[src/rtl/gpio_csr_pkg.sv]
// Shared definitions for the GPIO/CSR slave:
// register offsets, bank stride, byte-enable helper.
package gpio_csr_pkg;

  typedef logic [2:0] reg_idx_t;

  localparam reg_idx_t OFS_OUT    = 3'd0;
  localparam reg_idx_t OFS_IN     = 3'd1;
  localparam reg_idx_t OFS_SET    = 3'd2;
  localparam reg_idx_t OFS_CLR    = 3'd3;
  localparam reg_idx_t OFS_IRQ_EN = 3'd4;
  localparam reg_idx_t OFS_RISE   = 3'd5;
  localparam reg_idx_t OFS_FALL   = 3'd6;
  localparam reg_idx_t OFS_STATUS = 3'd7;

  localparam int unsigned BANK_STRIDE = 32;

  function automatic logic [31:0] be_mask(
    input logic [3:0] be
  );
    return {{8{be[3]}}, {8{be[2]}},
            {8{be[1]}}, {8{be[0]}}};
  endfunction

endpackage

[src/rtl/gpio_in_sync.sv]
// One bank of pin synchronisers plus a delay
// flop for rising/falling edge detection.
module gpio_in_sync #(
  parameter int WIDTH  = 32,
  parameter int STAGES = 2
) (
  input  logic             clk_i,
  input  logic             arst_n_i,
  input  logic [WIDTH-1:0] pin_i,
  output logic [WIDTH-1:0] sync_o,
  output logic [WIDTH-1:0] rise_o,
  output logic [WIDTH-1:0] fall_o
);

  logic [STAGES-1:0][WIDTH-1:0] chain_q, chain_d;
  logic [WIDTH-1:0] dly_q, dly_d;

  always_comb begin
    chain_d = {chain_q[STAGES-2:0], pin_i};
    dly_d   = chain_q[STAGES-1];
  end

  always_ff @(posedge clk_i or negedge arst_n_i) begin
    if (!arst_n_i) begin
      chain_q <= '0;
      dly_q   <= '0;
    end else begin
      chain_q <= chain_d;
      dly_q   <= dly_d;
    end
  end

  assign sync_o = chain_q[STAGES-1];
  assign rise_o = sync_o & ~dly_q;
  assign fall_o = ~sync_o & dly_q;

endmodule

[src/rtl/gpio_csr_slave.sv]
// Memory-mapped GPIO/CSR slave: banked outputs,
// synchronised inputs, set/clear, edge interrupts.
module gpio_csr_slave
  import gpio_csr_pkg::*;
#(
  parameter logic [31:0] BASE_ADDR   = 32'h8000_0000,
  parameter int          NUM_BANKS   = 1,
  parameter int          GPIO_WIDTH  = 32,
  parameter int          SYNC_STAGES = 2
) (
  input  logic        clk_i,
  input  logic        arst_n_i,
  input  logic        bus_req_i,
  input  logic        bus_we_i,
  input  logic [31:0] bus_addr_bi,
  input  logic [3:0]  bus_be_bi,
  input  logic [31:0] bus_wdata_bi,
  output logic        bus_ack_o,
  output logic        bus_resp_o,
  output logic [31:0] bus_rdata_bo,
  input  logic [NUM_BANKS*GPIO_WIDTH-1:0] gpio_bi,
  output logic [NUM_BANKS*GPIO_WIDTH-1:0] gpio_bo,
  output logic        irq_o
);

  typedef logic [NUM_BANKS-1:0][GPIO_WIDTH-1:0] bank_arr_t;

  logic [31:0] offs;
  logic        in_win;
  logic [2:0]  bank;
  reg_idx_t    idx;
  logic [31:0] bem_full;
  logic [GPIO_WIDTH-1:0] bem, wd, rd_sel;
  logic        unused_bits;

  bank_arr_t out_q, out_d;
  bank_arr_t ien_q, ien_d;
  bank_arr_t ren_q, ren_d;
  bank_arr_t fen_q, fen_d;
  bank_arr_t sts_q, sts_d;
  bank_arr_t sync_in, rise_ev, fall_ev;

  logic        resp_q, resp_d;
  logic [31:0] rdata_q, rdata_d;
  logic        irq_q, irq_d;

  // Offset arithmetic wraps below base, so one compare bounds both ends.
  assign offs      = bus_addr_bi - BASE_ADDR;
  assign in_win    = offs < 32'(NUM_BANKS * BANK_STRIDE);
  assign bank      = offs[7:5];
  assign idx       = offs[4:2];
  assign bus_ack_o = bus_req_i & in_win;

  assign bem_full = be_mask(bus_be_bi);
  assign bem      = bem_full[GPIO_WIDTH-1:0];
  assign wd       = bus_wdata_bi[GPIO_WIDTH-1:0];
  assign unused_bits = ^{offs[31:8], offs[1:0],
                         bus_wdata_bi, bem_full};

  for (genvar g = 0; g < NUM_BANKS; g++) begin : g_bank
    gpio_in_sync #(
      .WIDTH  (GPIO_WIDTH),
      .STAGES (SYNC_STAGES)
    ) u_sync (
      .clk_i    (clk_i),
      .arst_n_i (arst_n_i),
      .pin_i    (gpio_bi[g*GPIO_WIDTH +: GPIO_WIDTH]),
      .sync_o   (sync_in[g]),
      .rise_o   (rise_ev[g]),
      .fall_o   (fall_ev[g])
    );
  end

  always_comb begin
    out_d  = out_q;
    ien_d  = ien_q;
    ren_d  = ren_q;
    fen_d  = fen_q;
    sts_d  = sts_q;
    rd_sel = '0;
    for (int b = 0; b < NUM_BANKS; b++) begin
      if (bus_ack_o && bus_we_i && bank == 3'(b)) begin
        unique case (idx)
          OFS_OUT:    out_d[b] = (out_q[b] & ~bem) | (wd & bem);
          OFS_SET:    out_d[b] = out_q[b] | wd;
          OFS_CLR:    out_d[b] = out_q[b] & ~wd;
          OFS_IRQ_EN: ien_d[b] = wd;
          OFS_RISE:   ren_d[b] = wd;
          OFS_FALL:   fen_d[b] = wd;
          OFS_STATUS: sts_d[b] = sts_q[b] & ~wd;
          default:    ;
        endcase
      end
      // Hardware set is applied after W1C so a coincident edge wins.
      sts_d[b] = sts_d[b]
               | (rise_ev[b] & ren_q[b])
               | (fall_ev[b] & fen_q[b]);
      if (bank == 3'(b)) begin
        unique case (idx)
          OFS_OUT:    rd_sel = out_q[b];
          OFS_IN:     rd_sel = sync_in[b];
          OFS_IRQ_EN: rd_sel = ien_q[b];
          OFS_RISE:   rd_sel = ren_q[b];
          OFS_FALL:   rd_sel = fen_q[b];
          OFS_STATUS: rd_sel = sts_q[b];
          default:    rd_sel = '0;
        endcase
      end
    end
    resp_d  = bus_ack_o & ~bus_we_i;
    rdata_d = resp_d ? 32'(rd_sel) : '0;
    irq_d   = |(sts_q & ien_q);
  end

  always_ff @(posedge clk_i or negedge arst_n_i) begin
    if (!arst_n_i) begin
      out_q   <= '0;
      ien_q   <= '0;
      ren_q   <= '0;
      fen_q   <= '0;
      sts_q   <= '0;
      resp_q  <= 1'b0;
      rdata_q <= '0;
      irq_q   <= 1'b0;
    end else begin
      out_q   <= out_d;
      ien_q   <= ien_d;
      ren_q   <= ren_d;
      fen_q   <= fen_d;
      sts_q   <= sts_d;
      resp_q  <= resp_d;
      rdata_q <= rdata_d;
      irq_q   <= irq_d;
    end
  end

  assign gpio_bo      = out_q;
  assign bus_resp_o   = resp_q;
  assign bus_rdata_bo = rdata_q;
  assign irq_o        = irq_q;

endmodule
[config.mk]
export PLATFORM = sky130hd
export DESIGN_NAME = gpio_csr_slave
export DESIGN_NICKNAME = d
export VERILOG_FILES = /design/src/rtl/gpio_csr_pkg.sv /design/src/rtl/gpio_in_sync.sv /design/src/rtl/gpio_csr_slave.sv
export SDC_FILE = /design/constraint.sdc
export NUM_CORES = 1
export LEC_CHECK = 0
export CORE_ASPECT_RATIO = 1.25
export CORE_UTILIZATION = 55
export CTS_CLUSTER_SIZE = 16
export DETAILED_ROUTE_END_ITERATION = 6
export HOLD_SLACK_MARGIN = 0.06
export PLACE_DENSITY = 0.8
export SYNTH_ARGS = -nofsm -noshare
export SYNTH_HDL_FRONTEND = slang
export SYNTH_HIERARCHICAL = 1
export SYNTH_SLANG_ARGS = --single-unit
[constraint.sdc]
create_clock -name clk_i -period 6.57 [get_ports clk_i]
set_input_delay 1.6425 -clock clk_i [delete_from_list [all_inputs] [get_ports clk_i]]
set_output_delay 1.6425 -clock clk_i [all_outputs]
set_load 0.01 [all_outputs]
==> results of run 1 <==
## per-layer routing
metal	global-route usage, %	wire (um)	vias to the layer above
met5	0	13	-
met4	14.30	1406	2
met2	48.11	16410	534
met1	38.34	12910	4793
met3	5.570	2880	102
li1	-	-	4032
## report_power, final
group | switching (mW) | total, mW | internal (mW)
clock network | 0.693 | 1.75 | 1.05
logic | 0.139 | 0.269 | 0.130
registers | 0.0380 | 1.87 | 1.83
## final cells by class
cell class / instances / area, um^2
Clock buffer: 38 / 799.5
Timing Repair Buffer: 185 / 1827
Sequential cell: 290 / 7257
Clock inverter: 15 / 220.2
Inverter: 33 / 123.9
Tap cell: 283 / 354.1
Fill cell: 1508 / 6915
Multi-Input combinational cell: 588 / 4713
## logic make-up (layout without fill, tap and decap cells)
logic type | Yosys count | after routing | synth area share [%]
mux | 96 | 96 | 8.720
buf+inv | 101 | 271 | 3.654
flops | 290 | 290 | 58.54
compound gates | 301 | 301 | 18.46
simple gates | 191 | 191 | 10.63
## worst paths after layout
check	startpoint	to	cells after the start
min in group asynchronous	arst_n_i	g_bank[0].u_sync/sync_o[26]$_DFF_PN0_	1
worst max register to register	ien_q[5]$_DFFE_PN0P_	irq_o$_DFF_PN0_	4
max in group asynchronous	arst_n_i	fen_q[2]$_DFFE_PN0P_	2
worst min-delay path	g_bank[0].u_sync/chain_d[45]$_DFF_PN0_	g_bank[0].u_sync/sync_o[13]$_DFF_PN0_	0
worst max-delay path	bus_addr_bi[28]	bus_ack_o	5
worst min register to register	g_bank[0].u_sync/chain_d[45]$_DFF_PN0_	g_bank[0].u_sync/sync_o[13]$_DFF_PN0_	0
## synth_stat cells (4+ instances only)
cell      number  area share, %
buf_6          6           0.54
o21ai_1        7           0.28
o311ai_0      18            1.3
mux2_2        45            4.1
nor4_4         4           0.69
buf_2         11           0.44
o211ai_1      11           0.67
nand2b_1       4           0.20
dfrtp_1      290             59
nor2_1        11           0.33
mux2_1        51            4.6
clkbuf_1      45            1.4
o32ai_1       14           0.99
a22oi_1      140            8.5
o31ai_1       14           0.85
o41ai_1       39            2.8
a31oi_1       46            2.3
inv_1         33            1.0
buf_4          4           0.24
nand4_1        7           0.35
nand2_1       66            2.0
and2b_2       64            4.5
nand3_1        4           0.16
## metrics by stage
stage               hold slack (ps)  setup WS [ps]
global route                  352.8           1242
finish                        348.3           1293
detailed placement            336.3           1287
global placement              331.9           1342
floorplan                     331.2           2065
CTS                           350.6           1286
## cell usage in the layout (no fill, tap or decap), types with 3 or more instances in the layout
master	n
mux2_1	51
buf_4	16
and2b_2	64
nor4_4	4
bufinv_16	5
o311ai_0	18
o41ai_1	39
nand2_1	66
mux2_2	45
nand2b_1	4
a22oi_1	140
inv_1	33
nand3_1	4
clkdlybuf4s50_1	167
clkbuf_8	4
nor2_1	10
clkbuf_16	29
o31ai_1	14
o32ai_1	14
o21ai_1	7
clkbuf_1	5
nand4_1	7
o211ai_1	11
a31oi_1	46
nor2b_1	3
dfrtp_1	290
clkinv_2	6
## worst register-to-register path, cell delays in order (launching register included)
cell and delay (ps):
dfrtp_1 470, a22o_1 250, a221oi_1 400, nand3_1 140, or4_1 510
==> metrics.txt, run 1 <==
final hold viol count=0; post-route core utilization=68.86%; Clock Path Buffers=3; Rel. slew slack=25.55%; Crit path top cell by count=clkdlybuf4s50_1; NumNets Final=1231; CP startpoint kind=input port; R2R setup slack=4670 ps; Clock transition at path regs=60 ps; status=complete, no violations; worst hold path type=flop to flop; CP required=4930 ps; crit path DAT=3630 ps; asr flop ratio synth=100.0%; first-pass GRT wire length=52.25 mm; grt ovf=0; die area=23150 um^2; min cycle time layout=5277 ps; largest net degree at the start of global routing=193; CP bufs+invs=2; cell area after technology mapping=12400 um^2; average wire per standard cell=23.48 um; Residual DRC=0; Setup Buffers After CTS=0; Post-synth EDFFs=0; I/O pin count=171; port bufs=168; Die H=169.9 um; Mean Syn Cell Area=12.66 um^2; peak supply drop=0.2523 mV; slew of the pin with the lowest slew margin=1114 ps; drt via density=6.608; critical path class=input port to output pin; number of global-route vias before repair=9462; Cells after DPL=1379; critical path fanouts, max=2; CP max stage delay=600 ps; CTS H-tree lvls=1; gpl congestion=0.8314; final std cells w/o fill=1432; post-synth cell types=47; Tcrit/Tclk final=80.31%; share of cells above drive strength 1=17.15%; core area=22210 um^2; Die Wd=136.3 um; crit path cell chain=clkdlybuf4s50_1, nor4_2, nand4_4, nor2_1, clkdlybuf4s50_1; Pre-Repair DR Iteration Count=5; ys flop type=dfrtp_1; post-route setup TNS=0 ps; Post-Syn Nets=1083; Sink Count=290; ANT cells=0; clk root buf=clkbuf_16; Total Power=3.885 mW; delay-heaviest family, CP=buffers and inverters; initial antenna violation count=1; GRT Overall Usage=29.69%; area delta synth->final=23.38%; CTS tree=built; cts repair resizes=0; clk_lat worst skew=550 ps; RSZ-0062 raised after global routing=no; Routed Antenna Nets=0; Max Cap Viol=0; fin area=15290 um^2; Seq/Total Area, Yosys=58.54%; Routed WL=33.63 mm; Setup violations, final=0; Initial Util=55.82%; CTS Hold Bufs=0; Post-DP Area=14270 um^2; Inserted Clock Buffers=29; CP max stage cell=clkdlybuf4s50_1; hpwl dp=20.52 mm; P per Cell Area=254.0 nW/um^2; via total after detailed routing=9463; LEAKAGE=6.378 nW; Post-Synthesis Cells=979; Setup Skew=16.66 ps; Max Freq=0.1895 GHz; drt initial violations=911; Ys Warns=6; crit end category=output pin; Final Max Slew Viols=0; number of synthesized register bits=290; # rows=61
No activity file was read; power rests on OpenSTA's default activity.
==> inputs of run 2 (changes only) <==
clock period = 4.9 ns   (was 6.57 ns; I/O delays follow)
==> run 2 against run 1 <==
Hold slack worse by 2.0 ps; global-route usage is 0.24 points higher; setup slack worse by 800 ps; largest cell class unchanged; critical endpoint unchanged; sequential share of layout area is 0.097 points lower; die area stayed put.
==> metrics.txt, run 2 (synthesis gave the netlist of run 1 again) <==
critical path fanouts, max=2; post-route setup TNS=0 ps; Inserted Clock Buffers=28; Clock Path Buffers=3; CTS Hold Bufs=0; Rel. slew slack=28.38%; RSZ-0062 raised after global routing=no; min cycle time layout=4405 ps; core area=22210 um^2; critical path class=input port to output pin; Clock power frac=43.9%; largest net degree at the start of global routing=118; Final Max Slew Viols=0; Fillers=1563; Hold EP=g_bank[0].u_sync/sync_o[19]$_DFF_PN0_; die area=23150 um^2; Pre-Repair DR Iteration Count=5; I/O pin count=171; Sink Count=290; CP max stage cell=clkdlybuf4s50_1; CP max stage delay=610 ps; Clock transition at path regs=60 ps; R2R depth=4; Tcrit/Tclk final=89.89%; share of cells above drive strength 1=17.18%; Cells after DPL=1390; drt initial violations=946; crit path DAT=3180 ps; gpl congestion=0.8279; status=complete, no violations; GRT Overall Usage=29.93%; initial antenna violation count=1; LEAKAGE=6.396 nW; final hold viol count=0; most frequent cells in the layout=290 x dfrtp_1, 167 x clkdlybuf4s50_1, 140 x a22oi_1; # rows=61; R2R setup slack=2840 ps; cts repair resizes=0; area delta synth->final=23.63%; Max Freq=0.2270 GHz; Routed Antenna Nets=0; peak supply drop=0.3217 mV; clk root buf=clkbuf_16; hold path start=g_bank[0].u_sync/chain_d[51]$_DFF_PN0_; drt via density=6.570; clk_lat worst skew=540 ps; Crit path top cell by count=clkdlybuf4s50_1; crit end category=output pin; Initial Util=55.82%; Total Power=5.126 mW; crit path cell chain=clkdlybuf4s50_1, nor4b_2, nand4_4, nor2_1, clkdlybuf4s50_1; hold path depth=0; Switching Power=1.136 mW; slew of the pin with the lowest slew margin=1070 ps; worst hold slack=346.4 ps; sw frac=22.16%; r2r endpoint=irq_o$_DFF_PN0_; Max Cap Viol=0; Seq pwr share=48.9%; cell internal pwr=3.990 mW; CTS H-tree lvls=1; port bufs=168; average wire per standard cell=23.44 um; CTS tree=built; NumNets Final=1241; Post-DP Area=14360 um^2; CP startpoint kind=input port; Setup violations, final=0; CP required=3670 ps; Die H=169.9 um; worst hold path type=flop to flop; via total after detailed routing=9468; ANT cells=0; most common cell after layout, fill and taps aside=dfrtp_1; Comb power frac=7.2%; P per Cell Area=334.5 nW/um^2; Setup Buffers After CTS=0; Setup Skew=6.934 ps; first-pass GRT wire length=52.90 mm; final std cells w/o fill=1441; Routed WL=33.78 mm; Critical R2R Launch=ien_q[5]$_DFFE_PN0P_; grt ovf=0; Die Wd=136.3 um; Residual DRC=0; fin area=15330 um^2; hpwl dp=21.18 mm; number of global-route vias before repair=9766
run 2: layout make-up:
type	instances	area, um^2	area share (%)
Sequential cell	290	7257	47.35
Multi-Input combinational cell	588	4707	30.71
Timing Repair Buffer	196	1922	12.54
Clock buffer	44	822.0	5.364
Tap cell	283	354.1	2.310
Clock inverter	7	140.1	0.9144
Inverter	33	123.9	0.8082
run 2: power by group through the flow:
stage / registers (mW) / logic [mW] / clock network, mW
after detailed placement: 2.55 / 0.364 / 0
final: 2.51 / 0.368 / 2.25
after global placement: 2.54 / 0.356 / 0
after floorplan: 2.54 / 0.124 / 0
after global routing: 2.51 / 0.399 / 2.38
after CTS: 2.51 / 0.368 / 2.28
run 2: stage by stage:
stage / util, % / worst slack (ps)
after floorplan: - / 1230
after global placement: 64.67 / 501.3
final: 69.00 / 495.4
after CTS: 69.00 / 501.8
after global routing: 69.00 / 408.8
after detailed placement: 64.67 / 501.5
run 2: metal layers:
metal | part of all wire [%] | track usage, % | vias up
li1 | - | - | 4059
met1 | 39 | 38.67 | 4750
met4 | 4.6 | 15.31 | 2
met2 | 48 | 48.29 | 539
met3 | 8.1 | 5.362 | 118
met5 | 0.047 | 0 | -
run 2: how the worst max path moves through the flow:
stage                               start         to  slack, ps  depth (start not counted)
final                     bus_addr_bi[30]  bus_ack_o        500                          5
after global routing      bus_addr_bi[30]  bus_ack_o        410                          5
after CTS                 bus_addr_bi[28]  bus_ack_o        500                          5
after detailed placement  bus_addr_bi[28]  bus_ack_o        500                          5
after global placement    bus_addr_bi[28]  bus_ack_o        500                          5
after floorplan           bus_addr_bi[18]  bus_ack_o       1230                          5
run 2: worst max-delay path, delay by kind of cell:
family | cells | cell delay (ps)
buffers and inverters | 2 | 1020
and+or+nand+nor | 3 | 940
